`src/rtl/bist_and_sequencer.sv`:
```
// Session sequencer for the 2-input AND BIST datapath.
// Drives init -> en (PATTERN_COUNT cycles) -> compare, then latches the
// comparator verdict and holds done/pass_fail until the next session.
module bist_and_sequencer #(
    parameter int PATTERN_COUNT = 3,
    parameter int CNT_W         = 2
) (
    input  logic             clk,
    input  logic             rst,
    input  logic             Start_BIST,
    input  logic             abort,
    input  logic             result,
    output logic             init,
    output logic             en,
    output logic             compare,
    output logic             busy,
    output logic             done,
    output logic             pass_fail,
    output logic [CNT_W-1:0] pat_cnt
);

    localparam logic [2:0] S_IDLE = 3'd0;
    localparam logic [2:0] S_INIT = 3'd1;
    localparam logic [2:0] S_RUN  = 3'd2;
    localparam logic [2:0] S_CMP  = 3'd3;
    localparam logic [2:0] S_DONE = 3'd4;

    // One extra counter bit so PATTERN_COUNT == 2**CNT_W is representable.
    localparam logic [CNT_W:0] PC_MAX  = (CNT_W+1)'(PATTERN_COUNT);
    localparam logic [CNT_W:0] PC_LAST = (CNT_W+1)'(PATTERN_COUNT - 1);

    logic [2:0]     state_q, state_d;
    logic           start_q;
    logic [CNT_W:0] cnt_q, cnt_d;
    logic           pf_q, pf_d;
    logic           start_edge;
    logic           in_session;

    assign start_edge = Start_BIST & ~start_q;
    assign in_session = (state_q == S_INIT) || (state_q == S_RUN) || (state_q == S_CMP);

    // Next-state logic; abort overrides everything while a session is active.
    always_comb begin
        state_d = state_q;
        cnt_d   = cnt_q;
        pf_d    = pf_q;
        case (state_q)
            S_IDLE, S_DONE: begin
                // abort coinciding with the edge swallows the edge
                if (start_edge && !abort) state_d = S_INIT;
            end
            S_INIT: begin
                cnt_d   = '0;
                pf_d    = 1'b0;
                state_d = S_RUN;
            end
            S_RUN: begin
                if (cnt_q < PC_MAX) cnt_d = cnt_q + 1'b1;
                if (cnt_q == PC_LAST) state_d = S_CMP;
            end
            S_CMP: begin
                pf_d    = result;
                state_d = S_DONE;
            end
            default: state_d = S_IDLE;
        endcase
        if (abort && in_session) begin
            state_d = S_IDLE;
            cnt_d   = '0;
            pf_d    = 1'b0;
        end
    end

    // State, counter, verdict and start edge-detect registers.
    // start_q resets high so a Start_BIST held through reset does not fire.
    always_ff @(posedge clk or posedge rst) begin
        if (rst) begin
            state_q <= S_IDLE;
            start_q <= 1'b1;
            cnt_q   <= '0;
            pf_q    <= 1'b0;
        end else begin
            state_q <= state_d;
            start_q <= Start_BIST;
            cnt_q   <= cnt_d;
            pf_q    <= pf_d;
        end
    end

    // Moore decode: control outputs depend on the state register only.
    assign init      = (state_q == S_INIT);
    assign en        = (state_q == S_RUN);
    assign compare   = (state_q == S_CMP);
    assign busy      = in_session;
    assign done      = (state_q == S_DONE);
    assign pass_fail = pf_q;
    // Count of 2**CNT_W does not fit the port; show it as all ones.
    assign pat_cnt   = cnt_q[CNT_W] ? {CNT_W{1'b1}} : cnt_q[CNT_W-1:0];

endmodule

```
`config.mk`:
```
export PLATFORM = sky130hd
export DESIGN_NAME = bist_and_sequencer
export DESIGN_NICKNAME = d
export VERILOG_FILES = /design/src/rtl/bist_and_sequencer.sv
export SDC_FILE = /design/constraint.sdc
export NUM_CORES = 1
export LEC_CHECK = 0
export CORE_AREA = 2 2 39 41
export DETAILED_ROUTE_END_ITERATION = 12
export DIE_AREA = 0 0 41 43
export PLACE_DENSITY = 0.68
export SYNTH_ARGS = -nofsm -noshare
export SYNTH_HDL_FRONTEND = slang
export SYNTH_SLANG_ARGS = --single-unit
```
`constraint.sdc`:
```
create_clock -name clk -period 2 [get_ports clk]
set_clock_uncertainty 0.2 [all_clocks]
set_input_delay 0.6 -clock clk [delete_from_list [all_inputs] [get_ports clk]]
set_output_delay 0.6 -clock clk [all_outputs]
set_load 0.01 [all_outputs]
```
Yosys cells after proc, flatten, opt, wreduce, memory -nomap -nowiden
Index checks and enable logic that the tools add are counted.
Widths: inputs -> output; s select.
{"block": "classes", "eq_ne": 8, "reduce_logical": 11, "magnitude_cmp": 1, "addsub": 1, "bitwise_logic": 2, "muxes": 10}
{"op": "$mux 3", "n": 5}
{"op": "$pmux 3 s4", "n": 1}
{"op": "$eq 3x2->1 const B", "n": 3}
{"op": "$ne 3x1->1 const B", "n": 2}
{"op": "$pmux 3 s2", "n": 1}
{"op": "$reduce_bool 3->1", "n": 2}
{"op": "$reduce_and 2->1", "n": 2}
{"op": "$add 3x1->3 const B", "n": 1}
{"op": "$eq 3x1->1 const B", "n": 1}
{"op": "$eq 3x3->1 const B", "n": 1}
{"op": "$logic_not 3->1", "n": 1}
{"op": "$lt 3x2->1 const B", "n": 1}
{"op": "$ne 3x3->1 const B", "n": 1}
{"op": "$logic_and 1x1->1", "n": 2}
{"op": "$logic_or 1x1->1", "n": 2}
{"op": "$mux 2", "n": 1}
{"op": "$pmux 1 s2", "n": 1}
{"op": "$reduce_or 2->1", "n": 1}
{"op": "$and 1x1->1", "n": 1}
{"op": "$logic_not 1->1", "n": 1}
{"op": "$mux 1", "n": 1}
{"op": "$not 1->1", "n": 1}
{"block": "totals", "regBits": 8, "in_bits": 5}

Depth between registers and ports, before layout
{"block": "depth", "depth_word": 6, "mapped_depth": 4, "depth_no_buf": 4}

Least setup slack after synthesis
OpenSTA, ideal clock, no wires.
{"block": "synth_timing", "path_kind": "register to output", "from": "register state_q[2]", "to": "output port done", "required_time_ns": 1.200, "slack_ns": 0.246, "n_path_buf": 1, "stages_incl_launch_ff": 4, "arrival_ns": 0.954, "cell_sequence": "dfrtp_1 > clkbuf_1 > inv_1 > nor3_1"}
{"block": "synth_via", "elab_chain_cells": 1}
{"item": "start: declaration", "line_no": "32", "rtl": "logic [2:0] state_q, state_d;"}
{"item": "start signal: assignment", "line_no": "83", "rtl": "state_q <= state_d;"}
{"item": "$eq 3x3->1", "line_no": "95", "rtl": "assign done = (state_q == S_DONE);"}
{"item": "end: declaration", "line_no": "17", "rtl": "output logic done,"}
Every way passes these cells.

Final worst setup path
{"block": "layout_timing", "from": "register state_q[1]", "to": "output port init"}
{"block": "layout_via", "elab_chain_cells": 1}
{"item": "$eq 3x1->1", "line_no": "91", "rtl": "assign init = (state_q == S_INIT);"}
{"item": "end: declaration", "line_no": "13", "rtl": "output logic init,"}
Every way passes these cells.

==> results.cfg <==
[finish]
antennaDiodeCount = 0
final_util_pct = 51.27
syn_to_final_growth_pct = 59.72
nFillCells = 141
drive_above_1_share_pct = 45.00
nNetsFinal = 88
final_area_um2 = 709.4

[status]
violations = setup timing
status = finished, violations left

[global_route]
antenna_found_initial = 0
grt_pass1_wl_um = 1883
grt_max_degree = 9
grt_pass1_vias = 466
grt_overflow_total = 0
grt_util_all_layers_pct = 16.03

[clocking]
insertion_delay_ps = 260
cts_hold_buf = 0
clock-sinks = 8
cts_tree = yes
cts-htree-levels = 1
cts_buffers = 3
cts_root_buf = clkbuf_4
clk_pin_slew_ps = 60
cts.path.max_buffers = 2

[timing]
hold_violations = 0
fin_ws_ps = -19.58
worst_pin_slew_ps = 302.2
tns_ps = -19.58
fmax_mhz = 495.2
rsz0062_at_grt = true
post-route-period-util_pct = 101.0
period_minus_slack_ps = 2020
slew_headroom_pct = 79.83
drv_slew = 0
finalSetupViolCount = 1
fin_hold_ws_ps = 307.6

[yosys]
synth_area_per_cell_um2 = 9.254
yosysSeqAreaShare_pct = 45.35
synth-edff-count = 0
synth-seq-cells = 8
synth_flop_cell = dfrtp_1
async_reset_ff_share_pct = 100.0
yosysWarnings = 0
syn-instance-count = 48
netlist_area_um2 = 444.2
synthDistinctLibCells = 24
synth_nets = 55

[floorplanning]
die_area_um2 = 1763
die_h_um = 43
ios = 13
core-area_um2 = 1384
initial_core_util_pct = 32.10
fp-row-count = 14
die_w_um = 41

[routing]
routedWlPerCell_um = 12.63
ant_nets = 0
drc = 0
firstDrtPassIters = 4
wl_um = 1212
vias = 489
viasPerCell = 5.094
drt_iter0_drc = 17

[place]
place_congestion = 0.8441
place_area_um2 = 678.2
dp_hpwl_um = 891.3
port_buffers = 12

[worst_setup_path]
cpPeakStageDelay_ps = 380
path_buf_inv = 2
worstPathMaxFanout = 2
cp-start-kind = flip-flop
cpMaxStageDelayCell = dfrtp_1
worstSetupEndpointType = output port
critPathKind = flip-flop to output port
crit_chain = buf_4 -> nand2b_1 -> nor2_2 -> buf_2
critPathArrivalTime_ps = 1220
worstPathRequired_ps = 1200
critPathTopFamily = flip-flops

[hold_path]
holdCritPathClass = flip-flop to flip-flop

[power]
peakVddDrop_mv = 0.4089
p_leak_uw = 0.0003750
cellPowerDensity_nw_per_um2 = 789.7

[job]
maxCapViolCount = 0
[repair_timing]
item                       4_1_cts  5_1_grt
pin swaps                        1        1
setup endpoints to repair        7        7
gates resized for setup         20        7
setup buffers                    4        0
[per-stage QoR]
step                      setup WS, ps  cells  power, uW
after CTS                       -23.89     96      576.0
after global routing            -84.23     96      603.4
after detailed placement        -77.94     88      441.5
after floorplan                  246.1     48      311.2
final                           -19.58     96      560.2
after global placement          -28.17     88      433.3
[routing by layer]
layer	global-route usage, %	vias to the layer above	wire length [um]
li1	-	235	-
met1	21.50	235	543
met3	3.141	2	62
met2	22.50	17	591
met5	0	-	0
met4	10.00	0	14
[worst paths after layout]
check,cells after the start,end,from,slack [ps]
worst max-delay path,4,init,state_q[1],-20
worst min-delay path,2,pass_fail,pass_fail,310
worst max register to register,6,cnt_q[1],state_q[1],200
worst min register to register,2,pass_fail,pass_fail,310
max in group asynchronous,2,start_q,rst,930
min in group asynchronous,2,pass_fail,rst,390
[sequential cells by signal, summed over array words and instances (netlist names)]
| register | cells |
|---|---|
| cnt_q | 3 |
| pass_fail | 1 |
| state_q | 3 |
| start_q | 1 |
[layout make-up]
cell class | instances | area (um^2) | share of cell area, %
flip-flops and latches | 8 | 201.4 | 28.40
repair buffers | 29 | 212.7 | 29.98
clock buffers | 4 | 26.28 | 3.704
well taps | 16 | 20.02 | 2.822
multi-input cells | 35 | 234.0 | 32.98
inverters | 4 | 15.01 | 2.116
[power breakdown]
part           switching, uW  total (uW)  internal, uW
Combinational            108         222           114
Sequential              12.2         199           187
Clock                   61.9         139          76.8
Total                    182         560           378
[worst min-delay path: stages (launching register included)]
cell and delay [ps]:
dfrtp_1 340, o21ai_0 80, nand2_1 50
[cells in the mapped netlist, types with 2 or more instances]
library cell,n,share of area (%)
and2_1,2,2.8
or2_2,2,2.8
inv_1,4,3.4
or3_1,2,2.8
a21oi_1,2,2.3
nor3_1,3,3.4
o21ai_0,3,3.4
nor2_1,7,5.9
dfrtp_1,7,39
ha_1,2,5.6
[placed cells by master, fill, tap and decap left out, types with 2 or more instances in the layout]
cell | synthesis | final
a21oi_1 | 2 | 2
and2_1 | 2 | 2
buf_2 | 0 | 2
buf_4 | 0 | 17
clkbuf_2 | 0 | 5
clkbuf_4 | 0 | 3
clkdlybuf4s50_1 | 0 | 5
dfrtp_1 | 7 | 7
ha_1 | 2 | 2
inv_1 | 4 | 3
nor2_1 | 7 | 5
nor2_2 | 0 | 2
nor3_1 | 3 | 2
o21ai_0 | 3 | 3
or2_2 | 2 | 2
or3_1 | 2 | 2
[cells by family (layout without fill, tap and decap cells)]
logic type / count (synthesis) / count (layout) / synth area share (%)
AO/OA/AOI/OAI: 11 / 11 / 16.90
adder cells (fa/ha/maj): 2 / 2 / 5.633
buffers and inverters: 5 / 37 / 4.224
flip-flops: 8 / 8 / 45.35
AND/OR/NAND/NOR: 22 / 22 / 27.89
No activity file was read; power rests on OpenSTA's default activity.
